### src/rtl/logic_op_arbiter.sv
// logic_op_arbiter: one shared bitwise AND/OR/XOR/NOR unit arbitrated among N_REQ requesters.
// Build option: define LOGIC_ARB_FIXED_PRIO_EN for fixed lowest-index priority (default is round-robin).
module logic_op_arbiter #(
  parameter int WIDTH = 32,
  parameter int N_REQ = 4,
  parameter int ID_W  = 2
) (
  input  logic                   clk,
  input  logic                   reset,
  input  logic [N_REQ-1:0]       req_valid,
  output logic [N_REQ-1:0]       req_ready,
  input  logic [N_REQ*WIDTH-1:0] req_a,
  input  logic [N_REQ*WIDTH-1:0] req_b,
  input  logic [N_REQ*2-1:0]     req_op,
  output logic                   resp_valid,
  input  logic                   resp_ready,
  output logic [ID_W-1:0]        resp_id,
  output logic [WIDTH-1:0]       resp_result,
  output logic                   busy
);

  typedef enum logic [1:0] {
    S_IDLE = 2'b00,
    S_EXEC = 2'b01,
    S_RESP = 2'b10
  } state_t;

  localparam logic [1:0] OP_AND = 2'b00;
  localparam logic [1:0] OP_OR  = 2'b01;
  localparam logic [1:0] OP_XOR = 2'b10;
  localparam logic [1:0] OP_NOR = 2'b11;

  function automatic logic [WIDTH-1:0] logic_op(input logic [1:0]       op,
                                                input logic [WIDTH-1:0] a,
                                                input logic [WIDTH-1:0] b);
    logic [WIDTH-1:0] r;
    case (op)
      OP_AND:  r = a & b;
      OP_OR:   r = a | b;
      OP_XOR:  r = a ^ b;
      OP_NOR:  r = ~(a | b);
      default: r = '0;
    endcase
    return r;
  endfunction

`ifdef LOGIC_ARB_FIXED_PRIO_EN
  function automatic logic [ID_W-1:0] pick_winner(input logic [N_REQ-1:0] valid);
    logic [ID_W-1:0] w;
    w = '0;
    for (int i = N_REQ - 1; i >= 0; i--) begin
      w = valid[i] ? ID_W'(i) : w;
    end
    return w;
  endfunction
`else
  // Wrapped group (index <= last) is scanned first so the upper group overrides it.
  function automatic logic [ID_W-1:0] pick_winner(input logic [N_REQ-1:0] valid,
                                                  input logic [ID_W-1:0]  last);
    logic [ID_W-1:0] w;
    w = '0;
    for (int i = N_REQ - 1; i >= 0; i--) begin
      w = (valid[i] && (i <= int'(last))) ? ID_W'(i) : w;
    end
    for (int i = N_REQ - 1; i >= 0; i--) begin
      w = (valid[i] && (i > int'(last))) ? ID_W'(i) : w;
    end
    return w;
  endfunction
`endif

  state_t           state_r;
  state_t           state_nxt_s;
  logic [ID_W-1:0]  winner_s;
  logic [N_REQ-1:0] grant_s;
  logic             accept_s;
  logic [WIDTH-1:0] sel_a_s;
  logic [WIDTH-1:0] sel_b_s;
  logic [1:0]       sel_op_s;
  logic [WIDTH-1:0] op_a_r;
  logic [WIDTH-1:0] op_b_r;
  logic [1:0]       op_code_r;
  logic [ID_W-1:0]  op_id_r;
  logic [ID_W-1:0]  resp_id_r;
  logic [WIDTH-1:0] resp_result_r;
  logic             resp_valid_r;
  logic             busy_r;

`ifndef LOGIC_ARB_FIXED_PRIO_EN
  logic [ID_W-1:0]  last_g_r;

  // Round-robin pointer: moves only when a request is accepted.
  always_ff @(posedge clk) begin
    if (reset) begin
      last_g_r <= ID_W'(N_REQ - 1);
    end else if (accept_s) begin
      last_g_r <= winner_s;
    end else begin
      last_g_r <= last_g_r;
    end
  end
`endif

  // Winner selection and handshake qualification.
  always_comb begin
`ifdef LOGIC_ARB_FIXED_PRIO_EN
    winner_s = pick_winner(req_valid);
`else
    winner_s = pick_winner(req_valid, last_g_r);
`endif
    accept_s = (state_r == S_IDLE) && (|req_valid) && !reset;
  end

  // One-hot grant and the ready vector offered only while idle.
  always_comb begin
    grant_s = '0;
    for (int i = 0; i < N_REQ; i++) begin
      grant_s[i] = (ID_W'(i) == winner_s);
    end
    req_ready = accept_s ? grant_s : '0;
  end

  // AND-OR operand mux keeps non-granted operands out of the datapath.
  always_comb begin
    sel_a_s  = '0;
    sel_b_s  = '0;
    sel_op_s = 2'b00;
    for (int i = 0; i < N_REQ; i++) begin
      sel_a_s  = sel_a_s  | ({WIDTH{grant_s[i]}} & req_a[i*WIDTH +: WIDTH]);
      sel_b_s  = sel_b_s  | ({WIDTH{grant_s[i]}} & req_b[i*WIDTH +: WIDTH]);
      sel_op_s = sel_op_s | ({2{grant_s[i]}} & req_op[i*2 +: 2]);
    end
  end

  // Next-state logic.
  always_comb begin
    state_nxt_s = state_r;
    case (state_r)
      S_IDLE: begin
        if (accept_s) begin
          state_nxt_s = S_EXEC;
        end else begin
          state_nxt_s = S_IDLE;
        end
      end
      S_EXEC: state_nxt_s = S_RESP;
      S_RESP: begin
        if (resp_ready) begin
          state_nxt_s = S_IDLE;
        end else begin
          state_nxt_s = S_RESP;
        end
      end
      default: state_nxt_s = S_IDLE;
    endcase
  end

  // State, registered status outputs and the operand capture stage.
  always_ff @(posedge clk) begin
    if (reset) begin
      state_r      <= S_IDLE;
      resp_valid_r <= 1'b0;
      busy_r       <= 1'b0;
      op_a_r       <= '0;
      op_b_r       <= '0;
      op_code_r    <= 2'b00;
      op_id_r      <= '0;
    end else begin
      state_r      <= state_nxt_s;
      resp_valid_r <= (state_nxt_s == S_RESP);
      busy_r       <= (state_nxt_s != S_IDLE);
      if (accept_s) begin
        op_a_r    <= sel_a_s;
        op_b_r    <= sel_b_s;
        op_code_r <= sel_op_s;
        op_id_r   <= winner_s;
      end else begin
        op_a_r    <= op_a_r;
        op_b_r    <= op_b_r;
        op_code_r <= op_code_r;
        op_id_r   <= op_id_r;
      end
    end
  end

  // Result register: written only in EXEC, then held until the next operation.
  always_ff @(posedge clk) begin
    if (reset) begin
      resp_result_r <= '0;
      resp_id_r     <= '0;
    end else if (state_r == S_EXEC) begin
      resp_result_r <= logic_op(op_code_r, op_a_r, op_b_r);
      resp_id_r     <= op_id_r;
    end else begin
      resp_result_r <= resp_result_r;
      resp_id_r     <= resp_id_r;
    end
  end

  assign resp_valid  = resp_valid_r;
  assign resp_result = resp_result_r;
  assign resp_id     = resp_id_r;
  assign busy        = busy_r;

endmodule

### config.mk
export PLATFORM = sky130hd
export DESIGN_NAME = logic_op_arbiter
export DESIGN_NICKNAME = d
export VERILOG_FILES = /design/src/rtl/logic_op_arbiter.sv
export SDC_FILE = /design/constraint.sdc
export NUM_CORES = 1
export LEC_CHECK = 0
export CAP_MARGIN = 25
export CORE_MARGIN = 2
export CORE_UTILIZATION = 25
export DETAILED_ROUTE_END_ITERATION = 10
export GPL_TIMING_DRIVEN = 0
export PLACE_DENSITY_LB_ADDON = 0.12
export SETUP_SLACK_MARGIN = 0.15
export SLEW_MARGIN = 20
export SYNTH_ARGS = -nofsm -noshare
export SYNTH_HDL_FRONTEND = slang
export SYNTH_SLANG_ARGS = --single-unit
### constraint.sdc
create_clock -name clk -period 1.8 [get_ports clk]
set_input_delay 0.36 -clock clk [delete_from_list [all_inputs] [get_ports clk]]
set_output_delay 0.36 -clock clk [all_outputs]
set_load 0.01 [all_outputs]
==> metrics.txt, run 1 <==
status complete, but fails checks; failing checks setup timing; setup_tns -5750 ps; Worst Slack Setup Final -320 ps; Starting Density 25.3%; DRT iter0 DRCs 429; htree depth 3; clock sink count 108; GR met3 Demand/Resource between 4 and 5%; Synth Instances 1,017; Crit path required time 1440 ps; Rows 64; number of max-cap violations 0; detailed placer's ending HPWL between 20,000 and 30,000 um; P per Cell Area 741 nW/um^2; clock share of power 22.3%; clk buf depth 2; Reg2Reg Setup Slack -190 ps; GRT Total Usage approximately 22%; r2r startpoint last_g_r[1]$_SDFFE_PP1P_; Core Util, Final 42.6%; WP data arrival around 1800 ps; register area share after synthesis 27.9%; Vias 9,076; Syn Nets 1,352; routed wire length 37,900 um; CP Capture Point req_ready[3]; pin count of the biggest net entering global routing 19; die area 32,400 um^2; Synth area leader dfxtp_1; Ports 311; #FFs+latches synth between 100 and 150; overall power 9670 uW; Slew @ Worst Pin 717 ps; NetSw 3610 uW; ranking of synthesized cells by area dfxtp_1 (28%), ha_1 (10%), a311oi_1 (7.5%); busiest grt layer met2; CTS tree built; worst r2r path cells 10; drt first pass iters 5; DRC Markers 0; Die Ht between 150 and 200 um; routing usage on met1 30.0%; EDFF count, synth 0; Critical-path top delay cell dfxtp_2; clk slew on worst S/H paths 80 ps; CP max FO 5; RR Endpoint op_b_r[29]$_SDFFE_PP0P_; top_reg_cell synth dfxtp_1; met2 GRT Util 37.0%; final hold viol count 0; period utilisation layout 118%; first-pass GRT wire length ~56,000 um; post-synthesis cell area about 7700 um^2; Placer Congestion 0.846; unrepaired setup endpoints after global routing true; CP Launch Point last_g_r[1]$_SDFFE_PP1P_; WHS 453 ps; max incr delay on CP 350 ps; CTS buffer count 9; Setup WS pre-CTS -1530 ps; ANT nets after route 0; Slew HR a little over half; clock latency at the later pin of the worst-skew pair 370 ps; Layout Area Growth over Synthesis 68.3%; endpoints failing setup 58; share of layout cells above drive strength 1 16.1%; area share of the largest cell type after synthesis 27.9%; library cells used by synthesis 36; I/O Buffers 308; Pleak roughly 0.0053 uW; via density per instance 5.07; Tmin final 2120 ps; gr ovfl total 0; syn avg cell area 7.62 um^2; most numerous cell on the critical path buf_6; P_int 6050 uW; Avg WL per Cell ~21 um; CP Cell Sequence buf_6 -> nor2_4 -> a221o_1 -> buf_6 -> buf_8 -> and3_4 -> buf_6; Critical Path Sink Type output pin; warnings from Yosys 0; Synth top cells by count dfxtp_1 (108), nor2_1 (108), a21oi_1 (106); CP Class flip-flop to output pin; vias in the first global route just over 9k; combinational power share 46.3%; root buffer cell clkbuf_16; sw frac 37.4%; FMAX 0.472 GHz; core area between 30,000 and 40,000 um^2; initial antenna violation count 4; Peak VDD IR roughly 0.50 mV; Seq pwr share 31.4%; Startpoint Class flip-flop; Final #Nets 1,720; Post-synth ARST share 0%; worst clock skew 9.63 ps; Chip Width about 180 um; final max-slew violation count 0; hold crit path type flip-flop to flip-flop
[metrics by stage]
| stage | area (um^2) | cells |
|---|---|---|
| 6_report | 13000 | 1790 |
| 5_1_grt | 13000 | 1789 |
| 4_1_cts | 12600 | 1774 |
| 3_5_place_dp | 11400 | 1721 |
| 3_3_place_gp | 11400 | 1721 |
| 2_1_floorplan | 7800 | 1017 |
[cells in the final DEF, fill, tap and decap left out, types with 3 or more instances in the layout]
cell type	Yosys	final
nor3_1	4	3
ha_1	64	64
nor2_1	108	106
clkdlybuf4s50_1	0	275
a311oi_1	66	54
a32oi_2	0	30
clkbuf_2	0	35
dfxtp_1	108	104
a21oi_1	106	105
inv_1	65	65
o21ai_0	92	92
buf_6	7	21
dlymetal6s2s_1	0	18
dfxtp_2	0	3
clkbuf_4	0	13
buf_8	0	7
nor2b_1	66	64
buf_16	0	4
a32oi_4	0	3
o21ai_1	6	6
clkbuf_8	0	4
a32oi_1	66	33
buf_12	0	10
a311oi_2	0	12
o311ai_1	0	3
dlygate4sd2_1	0	8
and2_1	67	67
o311ai_0	32	29
nand2b_1	6	5
diode_2	0	4
clkinv_4	0	3
buf_2	18	7
buf_4	4	36
nand2_1	40	40
clkbuf_1	70	20
clkbuf_16	0	12
[layer usage]
metal / share of wire (%) / wire length [um]
met2: 46 / 17600
met4: 1.9 / 728
met1: 46 / 17600
met3: 5.2 / 1980
met5: 0 / 0
[how the worst min path moves through the flow]
stage,startpoint,to,slack (ps),cells after the start
6_report,resp_result[20]$_SDFFE_PP0P_,resp_result[20]$_SDFFE_PP0P_,450,2
5_1_grt,resp_id[0]$_SDFFE_PP0P_,resp_id[0]$_SDFFE_PP0P_,480,2
4_1_cts,resp_result[20]$_SDFFE_PP0P_,resp_result[20]$_SDFFE_PP0P_,460,2
3_5_place_dp,resp_result[20]$_SDFFE_PP0P_,resp_result[20]$_SDFFE_PP0P_,450,2
3_3_place_gp,op_id_r[1]$_SDFFE_PP0P_,op_id_r[1]$_SDFFE_PP0P_,440,2
2_1_floorplan,op_id_r[1]$_SDFFE_PP0P_,resp_id[1]$_SDFFE_PP0P_,430,2
[flip-flops by register name, indices dropped and copies added (netlist names)]
register     cells
busy             1
last_g_r         2
op_a_r          32
op_b_r          32
op_code_r        2
op_id_r          2
resp_id          2
resp_result     32
resp_valid       1
state_r          2
[logic make-up after synthesis]
kind of cell    Yosys count  share of synthesized area, %
compound gates          379                          33.2
buf+inv                 169                          9.35
flops                   108                          27.9
fa+ha+maj                64                          10.3
simple gates            297                          19.2
[timing repair]
action	4_1_cts	5_1_grt
cloned	5	2
gates resized for setup	201	76
pin swaps	19	21
hold buffers	0	0
setup buffers	32	10
endpoints found under the setup margin	118	126
[worst max-delay path, delay by kind of cell, from the launching register on]
family                 cells  cell delay (ps)
DFF                        1              350
AOI/OAI and AO/OA          1              350
and+or+nand+nor            2              190
buffers and inverters      4              510
[power by group through the flow]
stage,combinational [uW],sequential (uW),clock [uW]
3_5_place_dp,3600,3090,0
2_1_floorplan,1950,3000,0
6_report,4470,3030,2160
5_1_grt,4890,3080,2290
4_1_cts,4260,3040,2210
3_3_place_gp,3560,3080,0
[area by class of cell]
type                       count  area (um^2)
fill                        3080        17600
inverter                      65          244
timing repair buffer         357         3670
tap                          396          495
sequential                   108         2170
clock buffer                  10          239
antenna                        4         10.0
buffer                       104          810
multi-input combinational    740         5330
clock inverter                 6         72.6
No activity file was read; power rests on OpenSTA's default activity.
==> run 2, diff against run 1 <==
--- a/config.mk
+++ b/config.mk
@@ -10,6 +10,7 @@
 export CORE_UTILIZATION = 25
 export DETAILED_ROUTE_END_ITERATION = 10
 export GPL_TIMING_DRIVEN = 0
+export MAX_ROUTING_LAYER = met4
 export PLACE_DENSITY_LB_ADDON = 0.12
 export SETUP_SLACK_MARGIN = 0.15
 export SLEW_MARGIN = 20
==> run 2 against run 1 <==
Against the previous run:
- the run still ends with setup timing left
- fmax rose by 0.12%
- first-iteration DRC count fell by 2.3%
- non-clock buffer count did not move
- count of clock-buffer cells in the layout unchanged
- clock skew fell by 1.3 ps
- critical path depth stayed put
- design area hardly changed
- global-route usage is 0.67 points higher
- utilization is essentially flat
- wire length hardly changed
- combinational power about the same
- worst setup slack improved by 2.5 ps
- largest power group unchanged
==> metrics.txt, run 2 (synthesis gave the netlist of run 1 again) <==
status complete, but fails checks; failing checks setup timing; Crit path required time 1440 ps; root buffer cell clkbuf_16; final hold viol count 0; clock sink count between 100 and 150; Buf+Inv Stages, Crit Path 4; ANT nets after route 0; hold crit path type flip-flop to flip-flop; dpl cells ~1.7k; Hold-fix buffers, CTS 0; CP top delay family buffers and inverters; Setup WS pre-CTS -1530 ps; worst r2r path cells 10; WP data arrival 1760 ps; routed wire length 37,800 um; clock share of power ~22%; worst hold start resp_result[20]$_SDFFE_PP0P_; first-pass GRT wire length ~56,000 um; CP Cell Sequence buf_6 -> nor2_4 -> a221o_1 -> buf_6 -> buf_8 -> and3_4 -> buf_6; endpoints failing setup ~60; most numerous cell on the critical path buf_6; clk slew on worst S/H paths about 80 ps; Starting Density 25.3%; most frequent cells in the layout clkdlybuf4s50_1 (275), nor2_1 (106), a21oi_1 (105), dfxtp_1 (104), o21ai_0 (92); Layout Area Growth over Synthesis 68.4%; Non-Filler Instances 1,790; drt first pass iters 5; Pleak 0.00527 uW; DRT iter0 DRCs between 400 and 500; Ports 311; Chip Width roughly 180 um; Rows 64; CTS tree built; commonest non-fill, non-tap cell in the layout clkdlybuf4s50_1; share of layout cells above drive strength 1 16.2%; r2r startpoint last_g_r[1]$_SDFFE_PP1P_; Hold Path Depth 2; Die Ht 180 um; RR Endpoint op_b_r[29]$_SDFFE_PP0P_; Avg WL per Cell between 20 and 25 um; NetSw 3610 uW; detailed placer's ending HPWL 27,900 um; htree depth 3; pin count of the biggest net entering global routing 19; DRC Markers 0; Core Util, Final 42.6%; die area ~32,000 um^2; CP max FO 5; core area 30,600 um^2; number of max-cap violations 0; unrepaired setup endpoints after global routing true; Reg2Reg Setup Slack -190 ps; clock latency at the later pin of the worst-skew pair 360 ps; gr ovfl total 0; Final #Nets 1,720; combinational power share 46.4%; Slew HR 50.2%; WHS 453 ps; sw frac 37.3%; setup_tns -5830 ps; P_int 6050 uW; CP Class flip-flop to output pin; CTS buffer count 9; clk buf depth 2; Seq pwr share 31.4%; Vias approximately 9.1k; worst clock skew 8.38 ps; P per Cell Area roughly 740 nW/um^2; Critical-path top delay cell dfxtp_2; GRT Total Usage 23.2%; initial antenna violation count 4; final max-slew violation count 0; max incr delay on CP about 350 ps; Hold Crit Endpoint resp_result[20]$_SDFFE_PP0P_; period utilisation layout 118%; Placer Congestion 0.860; via density per instance 5.07; Peak VDD IR a little under 0.5 mV; Startpoint Class flip-flop; Critical Path Sink Type output pin; Tmin final 2120 ps; Worst Slack Setup Final -318 ps; FMAX 0.472 GHz; vias in the first global route 9,173; Slew @ Worst Pin roughly 750 ps; I/O Buffers 308
==> run 2: how the worst max path moves through the flow <==
stage | from | end | slack [ps] | cells after the start
final | last_g_r[1]$_SDFFE_PP1P_ | req_ready[3] | -320 | 7
after global routing | last_g_r[1]$_SDFFE_PP1P_ | req_ready[3] | -340 | 7
after CTS | last_g_r[1]$_SDFFE_PP1P_ | req_ready[3] | -300 | 7
after detailed placement | req_valid[1] | req_ready[3] | -1530 | 8
after global placement | req_valid[1] | req_ready[3] | -1530 | 8
after floorplan | req_valid[3] | req_ready[1] | 130 | 6
==> run 2: metrics by stage <==
stage / total power (uW) / cell area, um^2
4_1_cts: 9500 / 12600
2_1_floorplan: 4950 / 7800
3_3_place_gp: 6640 / 11400
5_1_grt: 10300 / 13000
3_5_place_dp: 6680 / 11400
6_report: 9660 / 13000
==> run 2: tightest hold or removal path: stages (launching register included) <==
cell and delay [ps]:
dfxtp_1 310, nand2_1 50, a21oi_1 50
==> run 2: power by group through the flow <==
stage | registers [uW] | clock network (uW) | logic [uW]
global route | 3080 | 2290 | 4890
floorplan | 3000 | 0 | 1950
finish | 3030 | 2150 | 4480
global placement | 3080 | 0 | 3560
CTS | 3040 | 2210 | 4260
detailed placement | 3090 | 0 | 3600
==> run 2: cell type report <==
| class | instances | area, um^2 |
|---|---|---|
| fill | 3082 | 17500 |
| multi-input combinational | 740 | 5340 |
| timing repair buffer | 357 | 3670 |
| sequential | 108 | 2170 |
| buffer | 104 | 810 |
| tap | 396 | 495 |
| inverter | 65 | 244 |
| clock buffer | 10 | 239 |
| clock inverter | 6 | 72.6 |
| antenna | 4 | 10.0 |
==> run 2: routing by layer <==
layer	vias to the layer above	wire length, um	GRT usage (%)
li1	4416	-	-
met1	4308	17400	30.1
met2	318	17500	37.0
met3	38	2160	3.98
met4	0	775	6.71
met5	-	0	-
==> run 2: timing repair <==
item                       CTS  global route
setup endpoints to repair  118           126
cloned                       5             2
gates resized for setup    201            77
setup buffers               32            10
pin swaps                   19            21
